[src/rtl/sha256_pkg.sv]
// ---------------------------------------------------------------------------
// sha256_pkg : word width and rotate/shift amounts for the SHA-256 sigmas
// Rev 1.0
// ---------------------------------------------------------------------------
`default_nettype none

package sha256_pkg;

  localparam int unsigned WORD_W = 32;

  localparam int unsigned S0_R1 = 2;
  localparam int unsigned S0_R2 = 13;
  localparam int unsigned S0_R3 = 22;

  localparam int unsigned S1_R1 = 6;
  localparam int unsigned S1_R2 = 11;
  localparam int unsigned S1_R3 = 25;

  localparam int unsigned s0_R1 = 7;
  localparam int unsigned s0_R2 = 18;
  localparam int unsigned s0_SH = 3;

  localparam int unsigned s1_R1 = 17;
  localparam int unsigned s1_R2 = 19;
  localparam int unsigned s1_SH = 10;

endpackage : sha256_pkg

`default_nettype wire

[src/rtl/sha256_rotr.sv]
// ---------------------------------------------------------------------------
// sha256_rotr : 32-bit rotate right by a constant N (1..31), pure wiring
// Rev 1.0
// ---------------------------------------------------------------------------
`default_nettype none

module sha256_rotr
  import sha256_pkg::*;
#(
  parameter int unsigned N = 1
) (
  input  logic [WORD_W-1:0] i_x,
  output logic [WORD_W-1:0] o_y
);

  assign o_y = {i_x[N-1:0], i_x[WORD_W-1:N]};

endmodule : sha256_rotr

`default_nettype wire

[src/rtl/sha256_sigma_unit.sv]
// ---------------------------------------------------------------------------
// sha256_sigma_unit : SHA-256 big sigma0/1 and small sigma0 on one word,
//                     optionally output-registered, valid-tagged
// Rev 1.0
// ---------------------------------------------------------------------------
`default_nettype none

module sha256_sigma_unit
  import sha256_pkg::*;
#(
  parameter bit REG_OUT = 1'b1
) (
  input  logic              clk,
  input  logic              rst,
  input  logic              in_valid,
  input  logic [WORD_W-1:0] x,
  output logic              out_valid,
  output logic [WORD_W-1:0] big_sigma0,
  output logic [WORD_W-1:0] big_sigma1,
  output logic [WORD_W-1:0] small_sigma0
);

  logic [WORD_W-1:0] w_rb0a, w_rb0b, w_rb0c;
  logic [WORD_W-1:0] w_rb1a, w_rb1b, w_rb1c;
  logic [WORD_W-1:0] w_rs0a, w_rs0b;
  logic [WORD_W-1:0] w_bs0, w_bs1, w_ss0;

  sha256_rotr #(.N(S0_R1)) u_rotr_b0a (.i_x(x), .o_y(w_rb0a));
  sha256_rotr #(.N(S0_R2)) u_rotr_b0b (.i_x(x), .o_y(w_rb0b));
  sha256_rotr #(.N(S0_R3)) u_rotr_b0c (.i_x(x), .o_y(w_rb0c));
  sha256_rotr #(.N(S1_R1)) u_rotr_b1a (.i_x(x), .o_y(w_rb1a));
  sha256_rotr #(.N(S1_R2)) u_rotr_b1b (.i_x(x), .o_y(w_rb1b));
  sha256_rotr #(.N(S1_R3)) u_rotr_b1c (.i_x(x), .o_y(w_rb1c));
  sha256_rotr #(.N(s0_R1)) u_rotr_s0a (.i_x(x), .o_y(w_rs0a));
  sha256_rotr #(.N(s0_R2)) u_rotr_s0b (.i_x(x), .o_y(w_rs0b));

  always_comb begin
    w_bs0 = w_rb0a ^ w_rb0b ^ w_rb0c;
    w_bs1 = w_rb1a ^ w_rb1b ^ w_rb1c;
    w_ss0 = w_rs0a ^ w_rs0b ^ (x >> s0_SH);
  end

  generate
    if (REG_OUT) begin : g_reg
      logic              r_valid;
      logic [WORD_W-1:0] r_bs0, r_bs1, r_ss0;

      // Data registers load only on valid words so an idle x never reaches them.
      always_ff @(posedge clk) begin
        if (rst) begin
          r_valid <= 1'b0;
          r_bs0   <= '0;
          r_bs1   <= '0;
          r_ss0   <= '0;
        end else begin
          r_valid <= in_valid;
          if (in_valid) begin
            r_bs0 <= w_bs0;
            r_bs1 <= w_bs1;
            r_ss0 <= w_ss0;
          end
        end
      end

      assign out_valid    = r_valid;
      assign big_sigma0   = r_bs0;
      assign big_sigma1   = r_bs1;
      assign small_sigma0 = r_ss0;
    end else begin : g_comb
      logic w_unused;
      assign w_unused     = ^{clk, rst};
      assign out_valid    = in_valid;
      assign big_sigma0   = w_bs0;
      assign big_sigma1   = w_bs1;
      assign small_sigma0 = w_ss0;
    end
  endgenerate

endmodule : sha256_sigma_unit

`default_nettype wire

[config.mk]
export PLATFORM = sky130hd
export DESIGN_NAME = sha256_sigma_unit
export DESIGN_NICKNAME = d
export VERILOG_FILES = /design/src/rtl/sha256_pkg.sv /design/src/rtl/sha256_rotr.sv /design/src/rtl/sha256_sigma_unit.sv
export SDC_FILE = /design/constraint.sdc
export NUM_CORES = 1
export LEC_CHECK = 0
export BUFFER_PORTS_ARGS = -buffer_cell sky130_fd_sc_hd__buf_4
export CORE_ASPECT_RATIO = 0.9
export CORE_UTILIZATION = 45
export DETAILED_ROUTE_END_ITERATION = 8
export PLACE_DENSITY = 0.73
export SYNTH_ARGS = -nofsm -noshare
export SYNTH_HDL_FRONTEND = slang
export SYNTH_SLANG_ARGS = --single-unit
[constraint.sdc]
create_clock -name clk -period 1.3 [get_ports clk]
set_input_delay 0.26 -clock clk [delete_from_list [all_inputs] [get_ports clk]]
set_output_delay 0.26 -clock clk [all_outputs]
set_load 0.01 [all_outputs]
Word-level counts from Yosys, hierarchy flattened
Index checks and enable logic that the tools add are counted.

word-level totals
  register bits = 97
  word-level logic and storage cells = 10
  input bits = 35

operators by class
  bitwise operators = 6

operators by type and width
  cell                   number
  XOR 32 bit             5
  XOR 32 x 29 -> 32 bit  1

Depth between registers and ports, before layout
Gate-level depths: netlist of the first run.

  depth after elaboration = 2
  depth in mapped cells = 6
  depth with buffers taken out = 3

Hierarchy
A second synthesis of the first run with hierarchy kept.

unflattened totals
  cell total of the unflattened synthesis = 664
  area, all modules = 7662.3 um^2

modules (own cells, without submodules)
  module             cells each  seq. area each (um^2)  times used  area each (um^2)
  sha256_sigma_unit  408         1941.9                 1           5740.5
  sha256_rotr        32          0.0                    8           240.2

Least setup slack after synthesis of the first run
Ideal clock, no wire load.

  path kind = in2reg
  start point = input port in_valid
  end point = register g_reg.r_bs0[3], in the netlist big_sigma0[3]
  arrival = 1.043 ns
  stages on the path = 4
  path slack = 0.178 ns
  buffers on the path = 2
  cells stage by stage = buf_4 > buf_6 > or3b_4 > o221ai_2

RTL lines
  what                  RTL line                 RTL
  start, declared       sha256_sigma_unit.sv:15  input logic in_valid,
  end signal, assigned  sha256_sigma_unit.sv:58  r_bs0 <= w_bs0;
  end, declared         sha256_sigma_unit.sv:46  logic [WORD_W-1:0] r_bs0, r_bs1, r_ss0;

Worst setup path in the final report of the first run
  start point = register g_reg.r_bs0[12], in the netlist big_sigma0[12]
  end point = output port big_sigma0[12]

RTL lines
  what           RTL line                 RTL
  end, declared  sha256_sigma_unit.sv:18  output logic [WORD_W-1:0] big_sigma0,

No word-level cell between the ends.

==> summary.md, run 1 <==
| Metric | Value |
|---|---|
| Outcome | `finished clean` |
| Num rows | `36` |
| CP Capture Type | `primary output` |
| Max-Cap Viols | `0` |
| Post CTS Setup Buffer Count | `0` |
| RR Startpoint | `big_sigma0[20]$_SDFFE_PP0P_` |
| Worst Hold Launch | `rst` |
| Fmax | `about 0.88 GHz` |
| Delay-heaviest family, CP | `flip-flops` |
| Finish-stage setup viols | `0` |
| Placement Cell Area | `between 6000 and 7000 um2` |
| Via count | `roughly 4800` |
| Initial antenna violation count | `0` |
| Max FO, Critical Path | `2` |
| Yosys reg bits | `97` |
| DR iter-0 viols | `approximately 380` |
| Crit Path Category | `flop to primary output` |
| Via density | `5.626` |
| Die width | `114.9 um` |
| Root Buffer | `clkbuf_16` |
| Mean Syn Cell Area | `about 9 um2` |
| Crit path buffers/inverters | `1` |
| P_leak | `0.002719 uW` |
| Power Density | `between 1000 and 1500 nW/um2` |
| Setup TNS | `0 ns` |
| Layout fillers | `approximately 950` |
| Design area | `~6700 um2` |
| Routed Antenna Nets | `0` |
| CP Launch Type | `flop` |
| Finished Core Util | `between 60% and 70%` |
| Worst-path clk slew | `~0.070 ns` |
| H-tree Lvls | `3` |
| Core Area | `about 11000 um2` |
| Met3 Track Usage GR | `about 5.8%` |
| Req. time, crit path | `roughly 1.0 ns` |
| Max rail drop VDD | `roughly 0.66 mV` |
| Total track usage | `about a quarter` |
| CP startpoint | `big_sigma0[12]$_SDFFE_PP0P_` |
| Clock sink count | `a little under 100` |
| Vias in the first global route | `between 4000 and 5000` |
| Post_cts resized | `0` |
| Largest net degree at the start of global routing | `between 50 and 60` |
| Max incr delay on CP | `a little under 0.4 ns` |
| Final period util | `87.62%` |
| Clock Latency Late Sink | `0.34 ns` |
| Fin. Hold Viols | `0` |
| Total Wirelength | `15660 um` |
| Nets | `about 730` |
| Post-detail-place hpwl | `approximately 12000 um` |
| CTS Buf Count | `9` |
| Ports | `approximately 130` |
| Area grow syn2layout | `30.31%` |
| Die H | `about 100 um` |
| CP max-delay cell | `dfxtp_1` |
| Most used routing layer | `met2` |
| Slew headroom | `between 70 and 80%` |
| Hold_buf cts | `0` |
| Grt ovf | `0` |
| Max-slew violations | `0` |
| Number of distinct library cells after synthesis | `23` |
| GR Layer Usage met2 | `about two fifths` |
| CTS tree | `done` |
| Die area | `between 10000 and 15000 um2` |
| Clk_skew | `0 ns` |
| I/O Buffers | `between 100 and 150` |
| First-pass GRT wire length | `approximately 24000 um` |
| DRC violations left | `0` |
| Max Buffers Root-to-Sink | `2` |
| Syn Inst Count | `between 500 and 600` |
| Sequential area share after synthesis | `37.61%` |
| Syn_nets | `just over 600` |
| Unrepaired setup endpoints after global routing | `no` |
| Worst EP arrival | `between 0.8 and 0.9 ns` |
| Cells along the critical path | `buf_4` |
| Synth Cell Area | `between 5000 and 6000 um2` |
| Crit path time final | `about 1.1 ns` |
| First-pass DRT Iterations | `5` |
| Hold Crit Class | `input pin to flop` |
| Worst-margin pin slew | `~0.45 ns` |
| Ratio of cells with drive above 1 in the final layout | `27.18%` |
| GRT met1 Usage | `a little over a third` |
| Number of diodes | `0` |
| Starting Density | `46.98%` |
| Synth warnings | `0` |
| Gp weighted congestion | `~0.83` |
| DR WL/cell | `18.40 um` |
| Pwr Total | `between 7000 and 8000 uW` |
-- registers in the layout, indices dropped and copies added (netlist names) --
name	cells
small_sigma0	32
out_valid	1
big_sigma1	32
big_sigma0	32
-- cells in the mapped netlist --
cell type / count / area, um2
a211oi_1: 1 / 7.510
and3b_1: 5 / 43.79
buf_2: 39 / 195.2
buf_4: 3 / 22.52
buf_6: 2 / 22.52
clkbuf_1: 19 / 71.32
clkbuf_2: 1 / 5.000
dfxtp_1: 97 / 1942
mux2i_1: 18 / 180.2
nand2_1: 77 / 289.0
nand2b_1: 93 / 581.8
nand3b_1: 27 / 202.7
nor2_1: 3 / 11.26
nor2b_1: 1 / 6.260
nor3b_1: 30 / 225.2
nor3b_2: 2 / 25.02
o21ai_0: 11 / 55.05
o21ai_1: 5 / 25.02
o221ai_1: 76 / 665.6
o221ai_2: 1 / 15.01
or3b_4: 1 / 11.26
xnor2_1: 12 / 105.1
xor2_1: 52 / 455.4
-- through the flow --
step / hold WS [ns] / cells / worst slack [ns]
floorplan: 0.4857 / 576 / 0.1781
global placement: 0.4601 / 835 / 0.04744
finish: 0.2383 / 851 / 0.1610
global route: 0.2360 / 851 / 0.1460
CTS: 0.2263 / 851 / 0.1555
detailed placement: 0.4636 / 835 / 0.03351
-- report_power, final --
group / switching [uW] / internal, uW / leakage (uW)
logic: 937 / 861 / 0.00177
registers: 167 / 3230 / 0.000800
clock network: 1120 / 1600 / 0.000149
-- routing by layer --
layer | wire length (um) | vias up | share of wire [%]
met2 | 7044 | 233 | 45
li1 | - | 2259 | -
met1 | 6873 | 2260 | 44
met4 | 451 | 0 | 2.9
met3 | 1289 | 36 | 8.2
met5 | 0 | - | 0
-- cell type report --
cell class | count | area, um2 | area share [%]
clock inverter | 4 | 51.30 | 0.7624
tap | 152 | 190.2 | 2.826
multi-input combinational | 415 | 2905 | 43.18
clock buffer | 12 | 256.5 | 3.812
timing repair buffer | 171 | 1384 | 20.57
sequential | 97 | 1942 | 28.86
-- path summary, 6_finish.rpt --
kind                                                       to  slack [ns]  depth (start not counted)
worst max-delay path                           big_sigma0[12]        0.16                          1
worst min-delay path            small_sigma0[22]$_SDFFE_PP0P_        0.24                          2
worst max register to register    big_sigma0[20]$_SDFFE_PP0P_        0.58                          2
worst min register to register  small_sigma0[22]$_SDFFE_PP0P_        0.47                          2
-- cells by family after synthesis --
| logic type | after synthesis | synth area share (%) |
|---|---|---|
| multiplexers | 18 | 3.489 |
| AND/OR/NAND/NOR | 239 | 27.04 |
| flip-flops | 97 | 37.61 |
| buffers and inverters | 64 | 6.130 |
| AO/OA/AOI/OAI | 94 | 14.88 |
| XOR/XNOR | 64 | 10.86 |
-- cells in the final DEF, fill, tap and decap left out, types with 2 or more instances in the layout --
cell / Yosys / layout
dfxtp_1: 97 / 97
nor3b_2: 2 / 2
o221ai_1: 76 / 76
nand2_1: 77 / 77
clkbuf_16: 0 / 9
xnor2_1: 12 / 12
o21ai_0: 11 / 11
nor2_1: 3 / 3
buf_4: 3 / 163
o21ai_1: 5 / 5
buf_12: 0 / 8
nand2b_1: 93 / 93
xor2_1: 52 / 52
nor3b_1: 30 / 30
mux2i_1: 18 / 18
clkbuf_8: 0 / 2
and3b_1: 5 / 5
nand3b_1: 27 / 27
No activity file was read; power rests on OpenSTA's default activity.
==> run 2, diff against run 1 <==
- RECOVER_POWER: unset -> 100
==> run 2 against run 1 <==
Net effect:
- largest cell class unchanged
- sequential share of layout area grew 1.9 points
- register-to-register slack is essentially flat
- critical path type unchanged
- core utilization shrank 3.8 points
- total power shrank 2.8%
- routed wire length grew 0.15%
==> summary.md, run 2 (synthesis gave the netlist of run 1 again) <==
| Metric | Value |
|---|---|
| Outcome | `finished clean` |
| CP Launch Type | `flop` |
| Commonest non-fill, non-tap cells in the layout | `clkbuf_1 (108), dfxtp_1 (97), nand2b_1 (93)` |
| Cell depth of the worst flop-to-flop path | `2 (unchanged)` |
| Via count | `4793 (+0.10%)` |
| Number of diodes | `0 (unchanged)` |
| Worst-path clk slew | `0.07 ns (about the same)` |
| Most common cell after layout, fill and taps aside | `clkbuf_1` |
| Worst Hold Launch | `rst` |
| Setup slack, reg-to-reg | `0.57 ns (about the same)` |
| Crit Path Category | `flop to primary output` |
| Core Area | `10990 um2 (unchanged)` |
| H-tree Lvls | `3 (unchanged)` |
| Ports | `132 (unchanged)` |
| First-pass DRT Iterations | `5 (unchanged)` |
| I/O Buffers | `131 (unchanged)` |
| Net switching power | `2216 uW (-0.46%)` |
| Max incr delay on CP | `0.39 ns (about the same)` |
| Num rows | `36 (unchanged)` |
| Starting Density | `46.98% (unchanged)` |
| Sequential share of power | `44.1% (+1.1 points)` |
| DR WL/cell | `18.43 um (+0.15%)` |
| RR Startpoint | `big_sigma0[12]$_SDFFE_PP0P_` |
| Fin. Hold Viols | `0 (unchanged)` |
| Clock sink count | `97 (unchanged)` |
| Slew headroom | `70.62% (+0.46 points)` |
| Largest net degree at the start of global routing | `59 (unchanged)` |
| Post CTS Setup Buffer Count | `0 (unchanged)` |
| Max-Cap Viols | `0 (unchanged)` |
| Die width | `114.9 um (unchanged)` |
| Post-detail-place hpwl | `11620 um (unchanged)` |
| Finish-stage setup viols | `0 (unchanged)` |
| Via density | `5.632 (+0.10%)` |
| Max FO, Critical Path | `2 (unchanged)` |
| CP max-delay cell | `dfxtp_1` |
| Setup TNS | `0 ns (unchanged)` |
| Crit path time final | `1.165 ns (+0.02640 ns)` |
| Reg-to-Reg End | `big_sigma0[12]$_SDFFE_PP0P_` |
| Root Buffer | `clkbuf_16` |
| Initial antenna violation count | `0 (unchanged)` |
| Nets | `729 (unchanged)` |
| CTS Buf Count | `9 (unchanged)` |
| Power Density | `1219 nW/um2 (+3.6%)` |
| First-pass GRT wire length | `24160 um (unchanged)` |
| Vias in the first global route | `4592 (unchanged)` |
| Ratio of cells with drive above 1 in the final layout | `11.44% (-16 points)` |
| CP Capture Type | `primary output` |
| Total Wirelength | `15680 um (+0.15%)` |
| Delay-heaviest family, CP | `flip-flops` |
| Gp weighted congestion | `0.8335 (unchanged)` |
| Routed Antenna Nets | `0 (unchanged)` |
| DR iter-0 viols | `384 (+0.52%)` |
| Unrepaired setup endpoints after global routing | `no` |
| DRC violations left | `0 (unchanged)` |
| Worst EP arrival | `0.91 ns (+0.03 ns)` |
| Clock Latency Late Sink | `0.34 ns (about the same)` |
| Finished Core Util | `57.45% (-3.8 points)` |
| Grt ovf | `0 (unchanged)` |
| P_int | `5482 uW (-3.7%)` |
| Hold path cells | `2 (unchanged)` |
| Clk_skew | `0 ns (unchanged)` |
| Crit path buffers/inverters | `1 (unchanged)` |
| Total track usage | `26.63% (unchanged)` |
| Final period util | `89.65% (+2.0 points)` |
| Req. time, crit path | `1.04 ns (about the same)` |
| Die H | `103.6 um (unchanged)` |
| CTS tree | `done` |
| Worst hold endpoint | `small_sigma0[22]$_SDFFE_PP0P_` |
| Max rail drop VDD | `0.6585 mV (-0.53%)` |
| Cells along the critical path | `clkbuf_1` |
| Max-slew violations | `0 (unchanged)` |
| Area grow syn2layout | `22.27%` |
| Worst-margin pin slew | `0.4392 ns (-0.006832 ns)` |
| Max Buffers Root-to-Sink | `2 (unchanged)` |
| Comb pwr share | `20.6% (-2.1 points)` |
| P_leak | `0.002280 uW (-16%)` |
| Hold_buf cts | `0 (unchanged)` |
| Post_cts resized | `0 (unchanged)` |
| Hold Crit Class | `input pin to flop` |
| Clock Power Share | `35.3% (+1.0 points)` |
| Sw Share | `28.78% (+0.68 points)` |
| Die area | `11910 um2 (unchanged)` |
| Fmax | `0.8581 GHz (-2.3%)` |
-- run 2: layout make-up --
class                   count  area (um2)
repair buffers            171       982.2
multi-input cells         415        2892
clock inverters             4       51.30
flip-flops and latches     97        1942
well taps                 152       190.2
fillers                  1054        4677
clock buffers              12       256.5
-- run 2: power by group through the flow --
stage               logic (uW)  clock network [uW]  registers, uW
floorplan                  845                   0           3550
global placement          1740                   0           3460
detailed placement        1780                   0           3460
CTS                       1790                2780           3400
global route              1720                2870           3420
finish                    1580                2720           3390
-- run 2: how the worst max path moves through the flow --
| stage | cells past startpoint | slack (ns) | start | endpoint |
|---|---|---|---|---|
| 2_1_floorplan | 4 | 0.18 | in_valid | big_sigma0[3]$_SDFFE_PP0P_ |
| 3_3_place_gp | 4 | 0.05 | x[30] | small_sigma0[23]$_SDFFE_PP0P_ |
| 3_5_place_dp | 5 | 0.03 | in_valid | big_sigma0[12]$_SDFFE_PP0P_ |
| 4_1_cts | 1 | 0.16 | big_sigma0[12]$_SDFFE_PP0P_ | big_sigma0[12] |
| 5_1_grt | 1 | 0.11 | big_sigma0[11]$_SDFFE_PP0P_ | big_sigma0[11] |
| 6_report | 1 | 0.13 | big_sigma0[12]$_SDFFE_PP0P_ | big_sigma0[12] |
-- run 2: through the flow --
| stage | total power, uW | setup slack (ns) | instance area (um2) | hold slack, ns | instances |
|---|---|---|---|---|---|
| 6_report | 7698 | 0.1346 | 6314 | 0.2606 | 851 |
| 5_1_grt | 8006 | 0.1139 | 6314 | 0.2672 | 851 |
| 2_1_floorplan | 4391 | 0.1781 | 5164 | 0.4857 | 576 |
| 4_1_cts | 7971 | 0.1555 | 6729 | 0.2263 | 851 |
| 3_3_place_gp | 5205 | 0.04744 | 6421 | 0.4601 | 835 |
| 3_5_place_dp | 5244 | 0.03351 | 6421 | 0.4636 | 835 |
-- run 2: metal layers --
metal	routed length [um]	GRT usage, %	vias up	share of wire [%]
li1	-	-	2259	-
met1	6954	35.46	2262	44
met2	7031	41.39	240	45
met3	1273	5.793	32	8.1
met4	421	10.95	0	2.7
met5	0	0	-	0
